**config.mk**
```make
export PLATFORM = sky130hd
export DESIGN_NAME = fabric_config_controller_flat
export DESIGN_NICKNAME = d
export VERILOG_FILES = /design/src/rtl/fabric_config_pkg.sv /design/src/rtl/fabric_config_if.sv /design/src/rtl/fabric_config_src_arbiter.sv /design/src/rtl/fabric_config_controller.sv /design/src/flat_wrapper.sv
export SDC_FILE = /design/constraint.sdc
export NUM_CORES = 1
export LEC_CHECK = 0
export CORE_MARGIN = 2
export CORE_UTILIZATION = 45
export CTS_CLUSTER_DIAMETER = 30
export DETAILED_ROUTE_END_ITERATION = 16
export PLACE_DENSITY_LB_ADDON = 0.3
export SLEW_MARGIN = 10
export SYNTH_ARGS = -nofsm -noshare
export SYNTH_HDL_FRONTEND = slang
export SYNTH_SLANG_ARGS = --single-unit
```
**constraint.sdc**
```tcl
create_clock -name clk_i -period 24.4 [get_ports clk_i]
set_input_delay 4.88 -clock clk_i [delete_from_list [all_inputs] [get_ports clk_i]]
set_output_delay 4.88 -clock clk_i [all_outputs]
set_load 0.03 [all_outputs]
```
**src/rtl/fabric_config_pkg.sv**
```systemverilog
// Shared definitions for the fabric configuration path:
// controller states, default sync word and header field layout.
package fabric_config_pkg;

    typedef enum logic [2:0] {
        ST_IDLE,
        ST_HEADER,
        ST_ADDR,
        ST_DATA,
        ST_DONE,
        ST_ERROR
    } state_e;

    localparam logic [31:0] SYNC_WORD_DEF  = 32'hFAB0_FAB1;
    localparam int          FRAME_WORDS_DEF = 4;
    localparam int          ADDR_W_DEF      = 16;
    localparam int          MAX_FRAMES_DEF  = 1024;

    localparam int HDR_NFRM_LSB = 16;
    localparam int HDR_NFRM_W   = 16;

    function automatic int cnt_w(input int n);
        return (n > 1) ? $clog2(n) : 1;
    endfunction

endpackage

```
**src/rtl/fabric_config_if.sv**
```systemverilog
// Word-source, frame-writer and status bundle of the
// fabric configuration controller.
interface fabric_config_if #(
    parameter int ADDR_W      = 16,
    parameter int FRAME_WORDS = 4
);
    logic [31:0]               src0_data_i;
    logic                      src0_valid_i;
    logic [31:0]               src1_data_i;
    logic                      src1_valid_i;
    logic                      src0_enable_o;
    logic                      src1_enable_o;
    logic                      abort_i;
    logic [ADDR_W-1:0]         frame_addr_o;
    logic [FRAME_WORDS*32-1:0] frame_data_o;
    logic                      frame_strobe_o;
    logic                      busy_o;
    logic                      owner_o;
    logic                      done_o;
    logic                      error_o;

    modport slave (
        input  src0_data_i, src0_valid_i,
        input  src1_data_i, src1_valid_i,
        input  abort_i,
        output src0_enable_o, src1_enable_o,
        output frame_addr_o, frame_data_o, frame_strobe_o,
        output busy_o, owner_o, done_o, error_o
    );

    modport master (
        output src0_data_i, src0_valid_i,
        output src1_data_i, src1_valid_i,
        output abort_i,
        input  src0_enable_o, src1_enable_o,
        input  frame_addr_o, frame_data_o, frame_strobe_o,
        input  busy_o, owner_o, done_o, error_o
    );

endinterface

```
**src/rtl/fabric_config_src_arbiter.sv**
```systemverilog
// Locks onto the first source presenting a sync word and muxes
// that source's word stream; src0 wins a same-cycle tie.
module fabric_config_src_arbiter
    import fabric_config_pkg::*;
#(
    parameter logic [31:0] SYNC_WORD = SYNC_WORD_DEF
) (
    input  logic        clk_i,
    input  logic        rst_i,
    input  logic        idle_i,
    input  logic        err_i,
    input  logic        abort_i,
    input  logic [31:0] src0_data_i,
    input  logic        src0_valid_i,
    input  logic [31:0] src1_data_i,
    input  logic        src1_valid_i,
    output logic        lock_o,
    output logic        owner_o,
    output logic        src0_enable_o,
    output logic        src1_enable_o,
    output logic [31:0] word_o,
    output logic        valid_o
);

    logic sync0;
    logic sync1;
    logic owner_q;
    logic owner_d;

    assign sync0   = src0_valid_i && (src0_data_i == SYNC_WORD);
    assign sync1   = src1_valid_i && (src1_data_i == SYNC_WORD);
    assign lock_o  = idle_i && !abort_i && (sync0 || sync1);
    assign owner_d = lock_o ? !sync0 : owner_q;
    assign owner_o = owner_q;

    always_ff @(posedge clk_i or posedge rst_i) begin
        if (rst_i) begin
            owner_q <= 1'b0;
        end else begin
            owner_q <= owner_d;
        end
    end

    always_comb begin
        src0_enable_o = 1'b1;
        src1_enable_o = 1'b1;
        if (err_i) begin
            src0_enable_o = 1'b0;
            src1_enable_o = 1'b0;
        end else if (!idle_i) begin
            src0_enable_o = !owner_q;
            src1_enable_o = owner_q;
        end
    end

    assign word_o  = owner_q ? src1_data_i : src0_data_i;
    assign valid_o = owner_q ? src1_valid_i : src0_valid_i;

endmodule

```
**src/rtl/fabric_config_controller.sv**
```systemverilog
// Bitstream parser: header, address and data words are assembled
// into frames that are strobed to the fabric frame writer.
module fabric_config_controller
    import fabric_config_pkg::*;
#(
    parameter logic [31:0] SYNC_WORD   = SYNC_WORD_DEF,
    parameter int          FRAME_WORDS = FRAME_WORDS_DEF,
    parameter int          ADDR_W      = ADDR_W_DEF,
    parameter int          MAX_FRAMES  = MAX_FRAMES_DEF
) (
    input  logic           clk_i,
    input  logic           rst_i,
    fabric_config_if.slave cfg
);

    localparam int FCW = $clog2(MAX_FRAMES + 1);
    localparam int WCW = cnt_w(FRAME_WORDS);
    localparam int FDW = FRAME_WORDS * 32;

    state_e            state_q, state_d;
    logic [FCW-1:0]    frm_q, frm_d;
    logic [WCW-1:0]    wcnt_q, wcnt_d;
    logic [ADDR_W-1:0] stg_addr_q, stg_addr_d;
    logic [FDW-1:0]    stg_data_q, stg_data_d;
    logic [ADDR_W-1:0] out_addr_q, out_addr_d;
    logic [FDW-1:0]    out_data_q, out_data_d;
    logic              strobe_q, strobe_d;

    logic                  idle;
    logic                  busy;
    logic                  lock;
    logic                  owner;
    logic [31:0]           word;
    logic                  acc;
    logic [HDR_NFRM_W-1:0] nfrm;

    assign idle = (state_q == ST_IDLE) || (state_q == ST_DONE);
    assign busy = (state_q == ST_HEADER) || (state_q == ST_ADDR)
               || (state_q == ST_DATA);
    assign nfrm = word[HDR_NFRM_LSB +: HDR_NFRM_W];

    fabric_config_src_arbiter #(
        .SYNC_WORD (SYNC_WORD)
    ) u_arb (
        .clk_i         (clk_i),
        .rst_i         (rst_i),
        .idle_i        (idle),
        .err_i         (state_q == ST_ERROR),
        .abort_i       (cfg.abort_i),
        .src0_data_i   (cfg.src0_data_i),
        .src0_valid_i  (cfg.src0_valid_i),
        .src1_data_i   (cfg.src1_data_i),
        .src1_valid_i  (cfg.src1_valid_i),
        .lock_o        (lock),
        .owner_o       (owner),
        .src0_enable_o (cfg.src0_enable_o),
        .src1_enable_o (cfg.src1_enable_o),
        .word_o        (word),
        .valid_o       (acc)
    );

    always_ff @(posedge clk_i or posedge rst_i) begin
        if (rst_i) begin
            state_q    <= ST_IDLE;
            frm_q      <= '0;
            wcnt_q     <= '0;
            stg_addr_q <= '0;
            stg_data_q <= '0;
            out_addr_q <= '0;
            out_data_q <= '0;
            strobe_q   <= 1'b0;
        end else begin
            state_q    <= state_d;
            frm_q      <= frm_d;
            wcnt_q     <= wcnt_d;
            stg_addr_q <= stg_addr_d;
            stg_data_q <= stg_data_d;
            out_addr_q <= out_addr_d;
            out_data_q <= out_data_d;
            strobe_q   <= strobe_d;
        end
    end

    always_comb begin
        state_d    = state_q;
        frm_d      = frm_q;
        wcnt_d     = wcnt_q;
        stg_addr_d = stg_addr_q;
        stg_data_d = stg_data_q;
        out_addr_d = out_addr_q;
        out_data_d = out_data_q;
        strobe_d   = 1'b0;
        if (cfg.abort_i) begin
            // abort beats any word in the same cycle
            state_d    = ST_IDLE;
            frm_d      = '0;
            wcnt_d     = '0;
            stg_data_d = '0;
        end else begin
            unique case (state_q)
                ST_IDLE, ST_DONE: begin
                    if (lock) state_d = ST_HEADER;
                end
                ST_HEADER: begin
                    if (acc) begin
                        if (nfrm == '0 || int'(nfrm) > MAX_FRAMES) begin
                            state_d = ST_ERROR;
                        end else begin
                            frm_d   = FCW'(nfrm);
                            state_d = ST_ADDR;
                        end
                    end
                end
                ST_ADDR: begin
                    if (acc) begin
                        stg_addr_d = word[ADDR_W-1:0];
                        wcnt_d     = '0;
                        state_d    = ST_DATA;
                    end
                end
                ST_DATA: begin
                    if (acc) begin
                        for (int i = 0; i < FRAME_WORDS; i++) begin
                            if (wcnt_q == WCW'(i)) stg_data_d[i*32 +: 32] = word;
                        end
                        if (int'(wcnt_q) == FRAME_WORDS - 1) begin
                            strobe_d   = 1'b1;
                            out_addr_d = stg_addr_q;
                            out_data_d = stg_data_d;
                            frm_d      = frm_q - FCW'(1);
                            state_d    = (frm_q == FCW'(1)) ? ST_DONE : ST_ADDR;
                        end else begin
                            wcnt_d = wcnt_q + WCW'(1);
                        end
                    end
                end
                ST_ERROR: begin
                    state_d = ST_ERROR;
                end
                default: state_d = ST_IDLE;
            endcase
        end
    end

    assign cfg.frame_addr_o   = out_addr_q;
    assign cfg.frame_data_o   = out_data_q;
    assign cfg.frame_strobe_o = strobe_q;
    assign cfg.busy_o         = busy;
    assign cfg.owner_o        = busy && owner;
    assign cfg.done_o         = (state_q == ST_DONE);
    assign cfg.error_o        = (state_q == ST_ERROR);

endmodule

```
**src/flat_wrapper.sv**
```systemverilog
// flat-port wrapper written by rule: the top's interface ports become plain ports
module fabric_config_controller_flat import fabric_config_pkg::*;
#(
    parameter logic [31:0] SYNC_WORD   = SYNC_WORD_DEF,
    parameter int          FRAME_WORDS = FRAME_WORDS_DEF,
    parameter int          ADDR_W      = ADDR_W_DEF,
    parameter int          MAX_FRAMES  = MAX_FRAMES_DEF
)
  (clk_i, rst_i, cfg_src0_data_i, cfg_src0_valid_i, cfg_src1_data_i, cfg_src1_valid_i, cfg_abort_i, cfg_src0_enable_o, cfg_src1_enable_o, cfg_frame_addr_o, cfg_frame_data_o, cfg_frame_strobe_o, cfg_busy_o, cfg_owner_o, cfg_done_o, cfg_error_o);
  fabric_config_if #(.ADDR_W(ADDR_W), .FRAME_WORDS(FRAME_WORDS)) cfg_i ();
  input  logic clk_i;
  input  logic rst_i;
  input wire logic [$bits(cfg_i.src0_data_i)-1:0] cfg_src0_data_i;
  input wire logic [$bits(cfg_i.src0_valid_i)-1:0] cfg_src0_valid_i;
  input wire logic [$bits(cfg_i.src1_data_i)-1:0] cfg_src1_data_i;
  input wire logic [$bits(cfg_i.src1_valid_i)-1:0] cfg_src1_valid_i;
  input wire logic [$bits(cfg_i.abort_i)-1:0] cfg_abort_i;
  output wire logic [$bits(cfg_i.src0_enable_o)-1:0] cfg_src0_enable_o;
  output wire logic [$bits(cfg_i.src1_enable_o)-1:0] cfg_src1_enable_o;
  output wire logic [$bits(cfg_i.frame_addr_o)-1:0] cfg_frame_addr_o;
  output wire logic [$bits(cfg_i.frame_data_o)-1:0] cfg_frame_data_o;
  output wire logic [$bits(cfg_i.frame_strobe_o)-1:0] cfg_frame_strobe_o;
  output wire logic [$bits(cfg_i.busy_o)-1:0] cfg_busy_o;
  output wire logic [$bits(cfg_i.owner_o)-1:0] cfg_owner_o;
  output wire logic [$bits(cfg_i.done_o)-1:0] cfg_done_o;
  output wire logic [$bits(cfg_i.error_o)-1:0] cfg_error_o;
  assign cfg_i.src0_data_i = cfg_src0_data_i;
  assign cfg_i.src0_valid_i = cfg_src0_valid_i;
  assign cfg_i.src1_data_i = cfg_src1_data_i;
  assign cfg_i.src1_valid_i = cfg_src1_valid_i;
  assign cfg_i.abort_i = cfg_abort_i;
  assign cfg_src0_enable_o = cfg_i.src0_enable_o;
  assign cfg_src1_enable_o = cfg_i.src1_enable_o;
  assign cfg_frame_addr_o = cfg_i.frame_addr_o;
  assign cfg_frame_data_o = cfg_i.frame_data_o;
  assign cfg_frame_strobe_o = cfg_i.frame_strobe_o;
  assign cfg_busy_o = cfg_i.busy_o;
  assign cfg_owner_o = cfg_i.owner_o;
  assign cfg_done_o = cfg_i.done_o;
  assign cfg_error_o = cfg_i.error_o;
  fabric_config_controller #(.SYNC_WORD(SYNC_WORD), .FRAME_WORDS(FRAME_WORDS), .ADDR_W(ADDR_W), .MAX_FRAMES(MAX_FRAMES)) u_core (.clk_i(clk_i), .rst_i(rst_i), .cfg(cfg_i));
endmodule
```
==> flow_summary.json, run 1 <==
{
  "fin_hold_ws_ns": 0.472,
  "core_um2": 25900,
  "syn_area_um2": 11800,
  "antenna_found_initial": 0,
  "dp.cells": 1740,
  "crit_fanout": 100,
  "utilization": 0.622,
  "synth_edf_count": 0,
  "fin_nets": 1533,
  "relSlewSlack": 0.176,
  "synth_common_cells": "nand2_1, o21ai_0, dfrtp_1",
  "cts_root_buf": "clkbuf_16",
  "synth_area_leaders": "dfrtp_1, o21ai_0, nand2_1, mux2i_1, clkbuf_1",
  "die_area_um2": 27500,
  "via_count": 9935,
  "required_ns": 24.79,
  "first_global_vias": 9754,
  "ys_ff_latch": 274,
  "port_buffers": 219,
  "htree_levels": 2,
  "hp-class": "reg2reg",
  "cts_sinks": 274,
  "gr-total-overflow": 0,
  "grt.busiest_layer": "met2",
  "hold_buffers": 0,
  "hold_viol": 0,
  "worst_slack_ns": 15.83,
  "grt_use_met3": 0.0446,
  "grtUsageTotal": 0.250,
  "first_pass_iters": 5,
  "ios": 220,
  "synth-seq-area-share": 0.582,
  "power_density_nw_per_um2": 80.9,
  "drive_above_1_share": 0.0874,
  "die_w_um": 166,
  "drc": 0,
  "power.static_leakage_nw": 6.87,
  "drt_iter0_markers": 889,
  "place_area_um2": 14200,
  "regToRegStartpoint": "u_core.u_arb.owner_o$_DFFE_PP0P_",
  "drv_cap": 0,
  "die_h_um": 166,
  "start_util": 0.455,
  "max_freq_mhz": 117,
  "post-cts-setup-buffers": 0,
  "use_met1": 0.345,
  "grt_max_degree": 123,
  "rsz0062_at_grt": "false",
  "synth_cell_types": 51,
  "avgViaCountPerCell": 5.42,
  "synth_largest_area_cell": "dfrtp_1",
  "insertion_delay_ns": 0.55,
  "crit_path_start_kind": "input pin",
  "num_rows": 59,
  "synthCells": 1261,
  "antenna_cells": 0,
  "post_drt_wl_per_cell_um": 18.8,
  "final_max_slew_viol_count": 0,
  "grtUsageMet2": 0.397,
  "synth-main-ff-cell": "dfrtp_1",
  "area_delta_synth_final_pct": 36.8,
  "drt_wl_total_um": 34500,
  "worst_slew_pin_slew_ns": 1.20,
  "avgSynthCellArea_um2": 9.34,
  "cts_tree": "done",
  "crit_type": "in2reg",
  "finalSetupTns_ns": 0,
  "setup_violations": 0,
  "period_needed_ns": 8.57,
  "hold_start": "u_core.cfg.frame_data_o[32]$_DFFE_PP0P_",
  "fin_area_um2": 16100,
  "routabilityCongestion": 0.879,
  "synth.top_cell.area_share": 0.582,
  "arrival_ns": 8.96,
  "preCtsSetupSlack_ns": 15.31,
  "crit_start": "cfg_abort_i",
  "cts_buffer_depth": 3,
  "fin_skew_ns": 0.0121,
  "cts_buffers": 51,
  "ir_drop_mv": 0.0474,
  "ys_warn_count": 0,
  "clkTransAtPathRegs_ns": 0.05,
  "cp-end-kind": "flip-flop",
  "fin_crit_sh": 0.351,
  "hpwlAfterDp_um": 22300,
  "async_flop_share": 1.00,
  "power_mw": 1.30,
  "post_cts_resized": 0,
  "grt_pass1_wl_um": 54300,
  "stdcell_count": 1834,
  "synth_nets": 1336,
  "status": "finished clean",
  "ant_nets": 0,
  "yosysMostFrequentCell": "nand2_1"
}
[layout by cell type (no fill, tap or decap), types with 4 or more instances in the layout]
cell / count
mux2_2: 16
o31ai_1: 5
clkbuf_8: 5
nand2_1: 354
nor4_1: 4
o21ai_0: 344
nand2b_1: 6
clkbuf_16: 51
clkbuf_1: 7
nand4_1: 10
bufinv_16: 13
o22ai_1: 4
mux2i_1: 33
a21oi_1: 15
nor2_1: 31
clkinv_2: 6
buf_4: 11
nand3_1: 4
nor3_1: 7
dfrtp_1: 273
inv_6: 5
clkdlybuf4s50_1: 219
inv_1: 8
[cells by family (layout without fill, tap and decap cells)]
| family | Yosys count | after routing | share of synthesized area |
|---|---|---|---|
| xor+xnor | 1 | 1 | 0.000744 |
| buf+inv | 96 | 334 | 0.0328 |
| fa+ha+maj | 6 | 6 | 0.00637 |
| simple gates | 443 | 443 | 0.158 |
| compound gates | 390 | 390 | 0.174 |
| mux | 51 | 51 | 0.0457 |
| flops | 274 | 274 | 0.582 |
[routing by layer]
layer  vias to the layer above  share of wire
met4                         0          0.032
li1                       4714              -
met1                      4810           0.45
met3                        71          0.053
met5                         -              0
met2                       340           0.46
[sequential cells by signal, summed over array words and instances, names as in the netlist]
register,cells
u_core.stg_data_q,96
u_core.cfg.frame_strobe_o,1
u_core.wcnt_q,2
u_core.state_q,3
u_core.u_arb.owner_o,1
u_core.cfg.frame_data_o,128
u_core.stg_addr_q,16
u_core.frm_q,11
u_core.cfg.frame_addr_o,16
[report_power, final]
group          internal [mW]  switching (mW)
Sequential             0.458         0.00336
Combinational         0.0205          0.0394
Clock                  0.539           0.244
Total                   1.02           0.286
[layout make-up]
type,count,area (um2)
flip-flops and latches,274,6860
inverters,10,45.0
well taps,335,419
clock inverters,31,552
fillers,2181,9800
clock buffers,63,1370
repair buffers,230,2270
multi-input cells,891,4590
[critical path, stage by stage]
cell and delay (ns):
clkdlybuf4s50_1 1.13, nor3b_1 0.23, nand2_1 0.27, nor2_1 0.15, nand2_4 0.54, buf_4 0.70
buf_4 0.75, o21ai_0 0.23
[path summary, 6_finish.rpt]
check                                                           to  slack, ns  cells past startpoint
max in group asynchronous         u_core.u_arb.owner_o$_DFFE_PP0P_      17.81                      3
max reg2reg                u_core.cfg.frame_data_o[33]$_DFFE_PP0P_      20.38                      7
max                        u_core.cfg.frame_data_o[33]$_DFFE_PP0P_      15.83                      8
min in group asynchronous  u_core.cfg.frame_data_o[87]$_DFFE_PP0P_       4.85                      2
min                        u_core.cfg.frame_data_o[32]$_DFFE_PP0P_       0.47                      2
min reg2reg                u_core.cfg.frame_data_o[32]$_DFFE_PP0P_       0.47                      2
Power figures use the tool's default switching activity.
==> inputs of run 2 (changes only) <==
clock period = 8.22 ns   (was 24.4 ns; I/O delays follow)
==> flow_summary.json, run 2 (synthesis gave the netlist of run 1 again) <==
{
  "crit_type": "in2reg",
  "cts_sinks": 274,
  "fin_skew_ns": 0.0249,
  "ir_drop_mv": 0.143,
  "crit_fanout": 115,
  "hold_start": "u_core.stg_data_q[75]$_DFFE_PP0P_",
  "ant_nets": 0,
  "avgViaCountPerCell": 5.48,
  "drv_cap": 0,
  "fin_nets": 1542,
  "layout_commonest_cell": "nand2_1",
  "hold_buffers": 0,
  "worst_slew_pin_slew_ns": 1.24,
  "rsz0062_at_grt": "false",
  "setup_violations": 0,
  "r2r_end": "u_core.cfg.frame_addr_o[14]$_DFFE_PP0P_",
  "status": "finished clean",
  "cts_buffer_depth": 3,
  "arrival_ns": 5.75,
  "ios": 220,
  "htree_levels": 2,
  "die_h_um": 166,
  "period_needed_ns": 5.33,
  "die_area_um2": 27500,
  "layout_common_cells": "nand2_1, o21ai_0, dfrtp_1, clkdlybuf4s50_1, clkbuf_16",
  "post_drt_wl_per_cell_um": 19.0,
  "finalSetupTns_ns": 0,
  "antenna_cells": 0,
  "first_global_vias": 9890,
  "power_density_nw_per_um2": 254,
  "drc": 0,
  "power.static_leakage_nw": 7.03,
  "grt_pass1_wl_um": 55200,
  "insertion_delay_ns": 0.56,
  "clkTransAtPathRegs_ns": 0.05,
  "grtUsageTotal": 0.253,
  "core_um2": 25900,
  "reg2reg_depth": 7,
  "ff2ff_setup_slack_ns": 4.54,
  "via_count": 10100,
  "p_int_mw": 3.29,
  "clkPwrFrac": 0.628,
  "antenna_found_initial": 1,
  "start_util": 0.455,
  "port_buffers": 219,
  "gr-total-overflow": 0,
  "first_pass_iters": 5,
  "place_area_um2": 14200,
  "post-cts-setup-buffers": 0,
  "required_ns": 8.64,
  "drive_above_1_share": 0.0996,
  "relSlewSlack": 0.170,
  "fin_crit_sh": 0.649,
  "netSwitchingFraction": 0.212,
  "drt_wl_total_um": 35100,
  "hold_viol": 0,
  "regToRegStartpoint": "u_core.state_q[0]$_DFFE_PP0P_",
  "post_cts_resized": 0,
  "pwr-share-comb": 0.044,
  "p_switching_mw": 0.886,
  "final_max_slew_viol_count": 0,
  "crit_start": "cfg_abort_i",
  "holdPathEnd": "u_core.stg_data_q[75]$_DFFE_PP0P_",
  "largest_register_ff_count": 128,
  "crit_path_start_kind": "input pin",
  "cp-end-kind": "flip-flop",
  "drt_iter0_markers": 811,
  "min_path_cells": 2,
  "hp-class": "reg2reg",
  "cts_buffers": 57,
  "hpwlAfterDp_um": 22100,
  "cts_root_buf": "clkbuf_16",
  "power_frac_seq": 0.329,
  "max_freq_mhz": 188,
  "fin_hold_ws_ns": 0.471,
  "routabilityCongestion": 0.839,
  "num_rows": 59,
  "fin_area_um2": 16400,
  "die_w_um": 166,
  "area_delta_synth_final_pct": 39.6,
  "grt_max_degree": 188,
  "cts_tree": "done"
}
-- run 2: changes by cell type in the layout (fill, tap and decap cells not counted), sizes merged --
cell,previous run,this run
bufinv,13,16
inv,15,13
clkbuf,63,70
clkinvlp,2,7
buf,11,14
clkinv,11,12
-- run 2: per-stage QoR --
step	worst slack, ns	power [mW]	std cells	utilization
detailed placement	2.42	1.57	1743	0.548
global route	2.57	4.28	1851	0.634
global placement	2.54	1.57	1743	0.548
CTS	2.93	4.19	1851	0.634
finish	2.89	4.17	1851	0.634
floorplan	2.95	1.48	1261	-
-- run 2: worst max-delay path by stage --
stage	to	slack [ns]	depth (start not counted)
floorplan	u_core.cfg.frame_addr_o[0]$_DFFE_PP0P_	2.95	1
global placement	u_core.cfg.frame_addr_o[15]$_DFFE_PP0P_	2.54	8
detailed placement	u_core.cfg.frame_addr_o[14]$_DFFE_PP0P_	2.42	8
CTS	u_core.cfg.frame_addr_o[14]$_DFFE_PP0P_	2.93	8
global route	u_core.cfg.frame_addr_o[15]$_DFFE_PP0P_	2.57	8
finish	u_core.cfg.frame_addr_o[14]$_DFFE_PP0P_	2.89	8
-- run 2: critical path, stage by stage --
cell	delay, ns
clkdlybuf4s50_1	0.91
nor3b_1	0.62
nand2_1	0.27
nor2_1	0.36
nand2_4	0.62
buf_4	0.55
inv_2	0.34
mux2_2	0.39
-- run 2: cell type report --
type                    count  area [um2]
clock buffers              70        1580
clock inverters            38         638
fillers                  2045        9480
inverters                  10        41.3
multi-input cells         891        4590
flip-flops and latches    274        6860
well taps                 335         419
repair buffers            233        2310
-- run 2: power by group through the flow --
stage	registers (mW)	clock network, mW	logic [mW]
floorplan	1.39	0	0.0920
global placement	1.39	0	0.178
detailed placement	1.39	0	0.180
CTS	1.37	2.64	0.182
global route	1.37	2.71	0.199
finish	1.37	2.62	0.182
-- run 2: per-layer routing --
layer  wire, um  GRT usage  share of wire  vias to the layer above
met1      15200      0.354           0.43                     4912
met4       1180     0.0979          0.034                        0
met5          0          0              0                        -
met3       2430     0.0448          0.069                       73
li1           -          -              -                     4739
met2      16300      0.397           0.46                      414
